<file path="config.mk">
export PLATFORM = sky130hd
export DESIGN_NAME = safe_timer
export DESIGN_NICKNAME = d
export VERILOG_FILES = /design/src/rtl/safe_timer.sv
export SDC_FILE = /design/constraint.sdc
export NUM_CORES = 1
export LEC_CHECK = 0
export ABC_AREA = 1
export ABC_CLOCK_PERIOD_IN_PS = 1500
export BUFFER_PORTS_ARGS = -buffer_cell sky130_fd_sc_hd__buf_2
export CORE_MARGIN = 10
export CORE_UTILIZATION = 52
export DETAILED_ROUTE_END_ITERATION = 10
export GPL_TIMING_DRIVEN = 0
export MAX_ROUTING_LAYER = met4
export PLACE_DENSITY = 0.76
export SYNTH_ARGS = -nofsm -noshare
export SYNTH_HDL_FRONTEND = slang
export SYNTH_SLANG_ARGS = --single-unit
</file>
<file path="constraint.sdc">
create_clock -name clk -period 1.5 [get_ports clk]
set_input_delay 0.3 -clock clk [delete_from_list [all_inputs] [get_ports clk]]
set_output_delay 0.3 -clock clk [all_outputs]
set_load 0.005 [all_outputs]
</file>
<file path="src/rtl/safe_timer.sv">
// Loadable down-counter. done is high while the count sits at 1, i.e. during
// the last cycle of a window that started with the load, so a window of N
// cycles ends at the edge after done is seen. The count parks at 0.
module safe_timer #(
  parameter int TW = 10
) (
  input  logic          clk,
  input  logic          rst,
  input  logic          load,
  input  logic [TW-1:0] load_val,
  output logic          done
);

  logic [TW-1:0] count;

  // Load wins over counting; stop at zero instead of wrapping.
  always_ff @(posedge clk or posedge rst) begin
    if (rst) begin
      count <= '0;
    end else if (load) begin
      count <= load_val;
    end else if (count != '0) begin
      count <= count - TW'(1);
    end
  end

  assign done = (count == TW'(1));

endmodule

</file>
==> reports/summary.txt, run 1 <==
Outcome = finished with violations
Violated checks = negative hold slack, negative setup slack
Comb pwr share = 28.0%
CP Class = flop to output pin
Die width = 57.55 microns
Post-layout util = 69.14%
Ys flop type = dfrtp_1
Worst Path Required = 1.20 ns
Crit-path slowest cell = dfrtp_1
Crit path setup slack, layout = -0.001913 ns
Most common cell in the netlist = nand2_1
Power per cell area = 826.9 nW/um^2
Drt wl/cell = 13.01 microns
N_diodes = 0
DP HPWL = 1251 microns
Area leader, netlist = dfrtp_1
Ports = 14
Largest net degree at the start of global routing = 11
Period utilization = 100.1%
Post-DP Area = 817.0 sq um
Top flop regs = count x10
Largest Register = count
Flop pwr share = 45.7%
Area delta synth->final = 24.23%
Worst vdd ir = 0.0005854 V
Die height = 57.55 microns
Sequential share of the synthesized area = 34.13%
Max_slew headroom = 71.92%
Cell Chain, Critical Path = inv_2 > ha_4 > nand3_2 > nor2_1 > buf_2
First-pass GRT wire length = 2918 microns
DRC viols = 0
Ys Warns = 0
Total grt overflow = 0
Detail Route Antenna Nets = 0
Worst hold path type = primary input to async pin
Fill cells = 109
Mapped Area = 733.2 sq um
Reg-to-reg startpoint = count[0]
Placed Cells = 134
Pre-CTS setup slack = 0.03415 ns
Post-synth EDFFs = 0
Synth top area share = 34.13%
# hold bufs at CTS = 0
Delay-heaviest family, CP = flip-flops
Worst Path Max Fanout = 3
Num CTS Buffers = 3
Asr flop ratio synth = 100.0%
Crit path arrival time = 1.20 ns
Fin area = 910.9 sq um
Buffers on Ports = 13
Core box area = 1318 sq um
Mean post-synth cell area = 6.917 sq um
Vias per cell = 4.993
Cell count after synthesis = 106
Final Hold Fails = 10
Total wire length = 1835 microns
Worst-Margin Slew = 0.4211 ns
Critical Path End Type = output pin
Net Sw Frac = 35.73%
CTS tree = built
Share of layout cells above drive strength 1 = 34.13%
Cell Int Power = 484.1 uW
Final Setup Violations = 1
Yosys cell types = 21
Initial Util = 55.65%
Reg clk slew, reported paths = 0.07 ns
Buffers and inverters on the worst path = 2
Leakage = 0.4811 nW
FMAX = 0.6658 GHz
R2R cell count = 7
Initial antenna violation count = 0
Worst-Skew Late Latency = 0.28 ns
Vias in the first global route = 688
Slew Limit Fails = 0
Fin cells = 141
GRT Total Usage = 11.43%
Unrepaired setup endpoints after global routing = true
DRT Pass-1 Iters = 4
Clock Power Share = 26.3%
R2R Setup Slk = 0.14 ns
Longest Clk Path Bufs = 2
Worst Skew = 0.007166 ns
Switching power = 269.1 uW
CTS Sinks = 10
Syn nets = 121
Vias = 704
Pwr Total = 753.2 uW
Die ar. = 3312 sq um
Max reg flops = 10
Root Buffer = clkbuf_4
Hold slack = -0.01266 ns
Rows = 13
Synth Register Bits = 10
Routability cong. = 0.9290
Min Tclk post-route = 1.502 ns
Net count, final = 143
CP startpoint kind = flop
DR iter-0 viols = 26
Synth top cells by count = 23 x nand2_1, 14 x inv_1, 14 x nor2_1, 10 x dfrtp_1, 9 x nand3_1
H-tree Lvls = 1
Top post-synthesis cells by area = dfrtp_1 34%, nand2_1 12%, inv_1 7.2%
MaxCap Viol Count = 0
Reg2reg end = count[3]
Critical Path Max Stage Delay = 0.40 ns
==> timing repair <==
| action | in CTS | in global routing |
|---|---|---|
| endpoints found under the setup margin | 1 | 10 |
| gates resized for setup | 1 | 9 |
| buffers inserted | 0 | 4 |
| pin swaps | 0 | 4 |
==> per-stage QoR <==
step | setup TNS (ns) | hold WS [ns]
floorplan | 0 | 0.1402
global placement | 0 | 0.3014
detailed placement | 0 | 0.3074
CTS | 0 | 0.01065
global route | -0.06006 | 0.01083
finish | -0.001913 | -0.01266
==> how the worst max path moves through the flow <==
stage / start / endpoint / slack (ns) / cells after the start
2_1_floorplan: count[0] / count[0] / 0.20 / 7
3_3_place_gp: count[0] / count[0] / 0.07 / 7
3_5_place_dp: count[0] / count[0] / 0.03 / 7
4_1_cts: count[1] / done / 0.008 / 5
5_1_grt: count[5] / done / -0.06 / 4
6_report: count[1] / done / -0.002 / 5
==> routing by layer <==
metal  vias to the layer above  share of wire [%]  GRT usage (%)
li1                        375                  -              -
met1                       303                 45          13.20
met2                        20                 47          16.72
met3                         6                5.7          3.982
met4                         0                2.3          6.376
met5                         -                  0              -
==> power groups by stage <==
stage          sequential, mW  clock, mW  combinational [mW]
2_1_floorplan           0.334          0               0.138
3_5_place_dp            0.341          0               0.175
5_1_grt                 0.348      0.214               0.240
4_1_cts                 0.339      0.196               0.177
3_3_place_gp            0.340          0               0.171
6_report                0.345      0.198               0.211
==> final cells by class <==
class,count,area (sq um),share of cell area [%]
Inverter,16,60.06,6.593
Timing Repair Buffer,17,95.09,10.44
Sequential cell,10,251.5,27.61
Tap cell,15,18.77,2.060
Buffer,2,8.758,0.9615
Multi-Input combinational cell,78,454.2,49.86
Clock buffer,3,22.52,2.473
==> cells by family after synthesis <==
| group | share of synthesized area, % |
|---|---|
| AND/OR/NAND/NOR | 41.30 |
| buffers and inverters | 9.385 |
| AO/OA/AOI/OAI | 10.58 |
| flip-flops | 34.13 |
| adder cells (fa/ha/maj) | 3.412 |
| XOR/XNOR | 1.195 |
==> cells in the final DEF (no fill, tap or decap), types with 5 or more instances in the layout <==
cell type	n
inv_1	12
nand2_1	23
dfrtp_1	9
o21ai_0	7
buf_2	14
a21oi_1	5
nor2_1	14
nand3_1	7
Note: power is estimated with default switching activity, not from simulation.
==> run 2, diff against run 1 <==
--- a/config.mk
+++ b/config.mk
@@ -8,7 +8,6 @@
 export ABC_AREA = 1
 export ABC_CLOCK_PERIOD_IN_PS = 1500
 export BUFFER_PORTS_ARGS = -buffer_cell sky130_fd_sc_hd__buf_2
-export CORE_MARGIN = 10
 export CORE_UTILIZATION = 52
 export DETAILED_ROUTE_END_ITERATION = 10
 export GPL_TIMING_DRIVEN = 0
==> run 2 against run 1 <==
The flow still finishes with violations (negative hold slack, negative setup slack); clock skew is 0.0052 ns lower; hold slack better by 0.0059 ns; register-to-register slack lost 0.02 ns; power up 0.26%; via count is 5.8% higher; sequential share of layout area increased by 0.80 points; worst setup slack got worse by 0.0045 ns; routed wire length grew 0.93%; count of clock-buffer cells in the layout did not move; critical path type unchanged; global-route usage rose by 14 points; largest cell class unchanged; critical endpoint unchanged; non-clock buffer count is the same; highest routed layer unchanged; utilization fell by 0.77 points.
==> reports/summary.txt, run 2 (same netlist as run 1, synthesis figures left out) <==
# hold bufs at CTS = 0 (unchanged)
Commonest cells after routing, fill and taps aside = 23 x nand2_1, 14 x buf_2, 14 x nor2_1, 12 x inv_1, 9 x nand3_1
Leakage = 0.4799 nW (-0.23%)
Power per cell area = 848.9 nW/um^2 (+2.7%)
Slew Limit Fails = 0 (unchanged)
R2R Setup Slk = 0.12 ns (-0.02 ns)
Final Setup Violations = 1 (unchanged)
Worst vdd ir = 0.0006112 V (+4.4%)
DR iter-0 viols = 39 (+50%)
Largest Register = count
Vias = 745 (+5.8%)
Pre-CTS setup slack = 0.05218 ns (+0.01803 ns)
GRT Total Usage = 25.91% (+14 points)
Pwr Total = 755.2 uW (+0.26%)
Worst Skew = 0.002013 ns (-0.005153 ns)
CP Class = flop to output pin
Total grt overflow = 0 (unchanged)
Drt wl/cell = 13.13 microns (+0.93%)
Final Hold Fails = 10 (unchanged)
Highest Signal Layer = met4
Worst-Skew Late Latency = 0.28 ns (about the same)
Cell Int Power = 487.2 uW (+0.63%)
Area delta synth->final = 21.33%
Die width = 39.55 microns (-31%)
Flop pwr share = 45.5% (-0.2 points)
CTS Sinks = 10 (unchanged)
Comb pwr share = 28.4% (+0.4 points)
Detail Route Antenna Nets = 0 (unchanged)
DRC viols = 0 (unchanged)
Fill cells = 108 (-0.92%)
Num CTS Buffers = 3 (unchanged)
CTS tree = built
DR WL met3 = 99 microns (-5.7%)
Met1 Routed Length = 804 microns (-2.4%)
Net count, final = 143 (unchanged)
Switching power = 268.0 uW (-0.41%)
Commonest non-fill, non-tap cell in the layout = nand2_1
Core box area = 1301 sq um (-1.2%)
Initial antenna violation count = 0 (unchanged)
Unrepaired setup endpoints after global routing = true
DP HPWL = 1251 microns (about the same)
Share of layout cells above drive strength 1 = 32.54% (-1.6 points)
FMAX = 0.6638 GHz (-0.30%)
Largest net degree at the start of global routing = 11 (unchanged)
Max_slew headroom = 72.89% (+0.96 points)
Period utilization = 100.4% (+0.30 points)
H-tree Lvls = 1 (unchanged)
Hold slack = -0.006750 ns (+0.005913 ns)
Top flop regs = count x10
Net Sw Frac = 35.49% (-0.24 points)
Total wire length = 1852 microns (+0.93%)
Initial Util = 56.35% (+0.70 points)
Vias in the first global route = 615 (-11%)
Rows = 13 (unchanged)
N_diodes = 0 (unchanged)
Buffers on Ports = 13 (unchanged)
Outcome = finished with violations
Violated checks = negative hold slack, negative setup slack
Reg clk slew, reported paths = 0.07 ns (about the same)
Routability cong. = 0.9014 (-3.0%)
First-pass GRT wire length = 2587 microns (-11%)
Longest Clk Path Bufs = 2 (unchanged)
Crit path setup slack, layout = -0.006366 ns (-0.004453 ns)
Met2 WL = 914 microns (+5.9%)
Critical Path End Type = output pin
Ports = 14 (unchanged)
Root Buffer = clkbuf_4
CP startpoint kind = flop
Crit path arrival time = 1.21 ns (about the same)
MaxCap Viol Count = 0 (unchanged)
Worst Path Max Fanout = 4 (+1)
Worst-Margin Slew = 0.4067 ns (-0.01446 ns)
Vias per cell = 5.284 (+5.8%)
Die height = 39.55 microns (-31%)
Worst Path Required = 1.20 ns (about the same)
Min Tclk post-route = 1.506 ns (+0.004453 ns)
DRT Pass-1 Iters = 4 (unchanged)
Max reg flops = 10 (unchanged)
Worst hold path type = primary input to async pin
Clock Power Share = 26.1% (-0.2 points)
Die ar. = 1564 sq um (-53%)
run 2: cell type report:
type / instances / area [sq um] / area share (%)
Inverter: 16 / 60.06 / 6.751
Multi-Input combinational cell: 78 / 431.7 / 48.52
Timing Repair Buffer: 17 / 95.09 / 10.69
Tap cell: 15 / 18.77 / 2.110
Buffer: 2 / 8.758 / 0.9845
Clock buffer: 3 / 22.52 / 2.532
Sequential cell: 10 / 252.7 / 28.41
run 2: routing by layer:
metal	vias up	GRT usage (%)
li1	369	-
met1	341	33.10
met2	30	40.98
met3	5	3.409
met4	0	10.34
met5	-	-
run 2: power groups by stage:
| stage | registers [mW] | clock network, mW | logic (mW) |
|---|---|---|---|
| floorplan | 0.334 | 0 | 0.138 |
| global placement | 0.340 | 0 | 0.171 |
| detailed placement | 0.341 | 0 | 0.180 |
| CTS | 0.340 | 0.196 | 0.182 |
| global route | 0.347 | 0.205 | 0.240 |
| finish | 0.344 | 0.197 | 0.214 |
run 2: worst paths after layout:
kind                       endpoint        start  cells after the start
max                            done     count[5]                      4
min                        count[0]          rst                      2
max reg2reg                count[4]     count[1]                      8
min reg2reg                count[7]     count[7]                      2
max in group asynchronous  count[5]          rst                      2
min in group clk           count[6]  load_val[6]                      3
run 2: timing repair:
item | CTS | global route
setup buffers | 0 | 4
endpoints found under the setup margin | 1 | 10
gates resized for setup | 3 | 4
endpoints found under the hold margin | 0 | 0
pin swaps | 1 | 3
run 2: worst max-delay path, stage by stage (launching register included):
cell and delay [ns]:
dfrtp_2 0.45, nor2_4 0.13, nand3_1 0.11, nor2_1 0.12, buf_2 0.12
run 2: per-stage QoR:
| stage | util, % | hold WS [ns] | std cells | setup TNS (ns) | cell area [sq um] |
|---|---|---|---|---|---|
| final | 68.37 | -0.006750 | 141 | -0.006366 | 889.6 |
| after global routing | 68.37 | 0.05698 | 141 | -0.04179 | 889.6 |
| after CTS | 65.00 | 0.01883 | 137 | 0 | 845.8 |
| after detailed placement | 62.79 | 0.3123 | 134 | 0 | 817.0 |
| after global placement | 62.79 | 0.3021 | 134 | 0 | 817.0 |
| after floorplan | - | 0.1402 | 106 | 0 | 733.2 |
==> run 3, diff against run 2 <==
==> config.mk (replaced) <==
export PLATFORM = sky130hd
export DESIGN_NAME = safe_timer
export DESIGN_NICKNAME = d
export VERILOG_FILES = /design/src/rtl/safe_timer.sv
export SDC_FILE = /design/constraint.sdc
export NUM_CORES = 1
export LEC_CHECK = 0
export ABC_CLOCK_PERIOD_IN_PS = 1500
export BUFFER_PORTS_ARGS = -buffer_cell sky130_fd_sc_hd__buf_2
export CORE_AREA = 2 2 39 41
export DETAILED_ROUTE_END_ITERATION = 10
export DIE_AREA = 0 0 41 43
export GPL_TIMING_DRIVEN = 0
export MAX_ROUTING_LAYER = met4
export PLACE_DENSITY = 0.74
export SLEW_MARGIN = 10
export SYNTH_ARGS = -nofsm -noshare
export SYNTH_HDL_FRONTEND = slang
export SYNTH_SLANG_ARGS = --single-unit
==> run 3 against run 2 <==
The flow still finishes with violations (negative hold slack, negative setup slack); final cell count down 17%; power up 6.7%; flip-flop and latch count unchanged; combinational power up 21%; die area up 13%; critical endpoint unchanged.
==> reports/summary.txt, run 3 <==
Outcome = finished with violations
Violated checks = negative hold slack, negative setup slack
H-tree Lvls = 1 (unchanged)
Crit path arrival time = 1.64 ns (+0.43 ns)
Worst hold path type = primary input to async pin
Cell count after synthesis = 71 (-33%)
Largest net degree at the start of global routing = 11 (unchanged)
FMAX = 0.5165 GHz (-22%)
Post-DP Area = 765.7 sq um (-6.3%)
CTS Sinks = 10 (unchanged)
GRT Total Usage = 24.09% (-1.8 points)
Total grt overflow = 0 (unchanged)
Power per cell area = 836.5 nW/um^2 (-1.5%)
DR iter-0 viols = 20 (-49%)
Reg clk slew, reported paths = 0.07 ns (about the same)
CP startpoint kind = flop
Synth Register Bits = 10 (unchanged)
Initial Util = 47.74% (-8.6 points)
Worst-Margin Slew = 0.4852 ns (+0.07854 ns)
Critical Path End Type = output pin
Mean post-synth cell area = 9.305 sq um (+35%)
Vias = 659 (-12%)
N_diodes = 0 (unchanged)
Largest Register = count
Num CTS Buffers = 3 (unchanged)
Core box area = 1384 sq um (+6.3%)
Slew Limit Fails = 0 (unchanged)
R2R cell count = 5 (-3)
Top post-synthesis cells by area = dfrtp_1 38%, nor4_4 6.4%, inv_1 4.0%
Commonest non-fill, non-tap cell in the layout = buf_2
Die width = 41 microns (+3.7%)
Synth top area share = 37.88% (+3.7 points)
Die ar. = 1763 sq um (+13%)
Final Hold Fails = 7 (-3)
Clock Power Share = 23.9% (-2.2 points)
Fin area = 963.4 sq um (+8.3%)
Hold slack = -0.005137 ns (+0.001613 ns)
Worst setup startpoint = count[7]
Net count, final = 118 (-17%)
Ys flop type = dfrtp_1
Most common cell in the netlist = dfrtp_1
Yosys cell types = 30 (+43%)
Asr flop ratio synth = 100.0% (unchanged)
Crit-path slowest cell = or4_4
Cell Chain, Critical Path = or4_4 > or2_4 > nor2_2 > buf_2
Synth top cells by count = 10 x dfrtp_1, 7 x inv_1, 7 x nor2_1, 5 x nand2_1, 5 x nor3_1
Initial antenna violation count = 0 (unchanged)
Detail Route Antenna Nets = 0 (unchanged)
Ys Warns = 0 (unchanged)
Max reg flops = 10 (unchanged)
Vias per cell = 5.632 (+6.6%)
Unrepaired setup endpoints after global routing = true
Vias in the first global route = 624 (+1.5%)
Commonest cells after routing, fill and taps aside = 13 x buf_2, 12 x buf_4, 7 x dfrtp_1, 6 x nor2_1
MaxCap Viol Count = 0 (unchanged)
DRC viols = 0 (unchanged)
Area leader, netlist = dfrtp_1
Longest Clk Path Bufs = 2 (unchanged)
Total wire length = 1713 microns (-7.5%)
Crit path setup slack, layout = -0.4362 ns (-0.4299 ns)
Sequential share of the synthesized area = 37.88% (+3.7 points)
Leakage = 0.4292 nW (-11%)
Worst vdd ir = 0.0006025 V (-1.4%)
Cell Int Power = 524.5 uW (+7.7%)
Reg-to-reg startpoint = count[7]
Final Setup Violations = 11 (+10)
Flop pwr share = 44.1% (-1.4 points)
Switching power = 281.5 uW (+5.0%)
Rows = 14 (+1)
Drt wl/cell = 14.64 microns (+11%)
Pre-CTS setup slack = -0.6101 ns (-0.6623 ns)
Area delta synth->final = 45.83%
Pwr Total = 806.0 uW (+6.7%)
# hold bufs at CTS = 0 (unchanged)
Syn nets = 86 (-29%)
First-pass GRT wire length = 2815 microns (+8.8%)
Share of layout cells above drive strength 1 = 48.51% (+16 points)
Routability cong. = 0.8221 (-8.8%)
Mapped Area = 660.6 sq um (-9.9%)
Min Tclk post-route = 1.936 ns (+0.4299 ns)
Root Buffer = clkbuf_4
CP Class = flop to output pin
Worst Skew = 0.005299 ns (+0.003285 ns)
Worst-Skew Late Latency = 0.27 ns (about the same)
Ports = 14 (unchanged)
Period utilization = 129.1% (+29 points)
Comb pwr share = 32.0% (+3.6 points)
CTS tree = built
Net Sw Frac = 34.92% (-0.57 points)
Worst Path Max Fanout = 2 (-2)
Critical Path Max Stage Delay = 0.54 ns (+0.09 ns)
Top flop regs = count x10
Die height = 43 microns (+8.7%)
Post-synth EDFFs = 0 (unchanged)
Worst Path Required = 1.20 ns (about the same)
DRT Pass-1 Iters = 4 (unchanged)
DP HPWL = 1023 microns (-18%)
Buffers on Ports = 13 (unchanged)
Max_slew headroom = 67.65% (-5.2 points)
[run 3: worst paths after layout]
| check | to | slack, ns |
|---|---|---|
| max in group asynchronous | count[1] | 1.20 |
| min | count[9] | -0.005 |
| min in group clk | count[0] | 0.24 |
| min reg2reg | count[8] | 0.61 |
| max reg2reg | count[9] | -0.43 |
| max | done | -0.44 |
[run 3: layer usage]
layer	GRT usage (%)	routed length, microns	vias to the layer above
met3	2.094	73	5
met5	-	0	-
met4	12.00	42	0
li1	-	-	323
met2	33.75	799	27
met1	33.77	798	304
[run 3: logic make-up after synthesis]
| family | share of synthesized area (%) |
|---|---|
| compound gates | 16.10 |
| xor+xnor | 2.652 |
| fa+ha+maj | 3.787 |
| buf+inv | 5.115 |
| flops | 37.88 |
| mux | 6.439 |
| simple gates | 28.03 |
[run 3: per-stage QoR]
step	setup TNS [ns]	std cells	hold WS, ns	util (%)
2_1_floorplan	-2.654	71	0.1402	-
3_3_place_gp	-4.244	100	0.3015	55.33
6_report	-2.844	117	-0.005137	69.62
4_1_cts	-2.465	115	0.02524	67.27
5_1_grt	-3.456	117	0.02835	69.62
3_5_place_dp	-4.447	100	0.3110	55.33
[run 3: final cells by class]
| type | count | area, sq um |
|---|---|---|
| buffer | 2 | 7.507 |
| clock buffer | 3 | 22.52 |
| fill | 112 | 420.4 |
| inverter | 7 | 31.28 |
| multi-input combinational | 52 | 450.4 |
| sequential | 10 | 254.0 |
| tap | 16 | 20.02 |
| timing repair buffer | 27 | 177.7 |
[run 3: power by group through the flow]
stage	combinational [mW]	clock, mW	sequential [mW]
floorplan	0.133	0	0.349
global placement	0.168	0	0.357
detailed placement	0.173	0	0.359
CTS	0.242	0.187	0.352
global route	0.280	0.217	0.360
finish	0.258	0.192	0.356
[run 3: timing repair]
item,4_1_cts,5_1_grt
setup buffers,12,2
pin swaps,7,3
gates resized for setup,14,4
endpoints found under the setup margin,11,11
hold endpoints to repair,0,0
[run 3: worst max-delay path, delay by kind of cell (launching register included)]
kind / cells / cell delay (ns)
buffers and inverters: 1 / 0.11
DFF: 1 / 0.38
and+or+nand+nor: 3 / 0.87
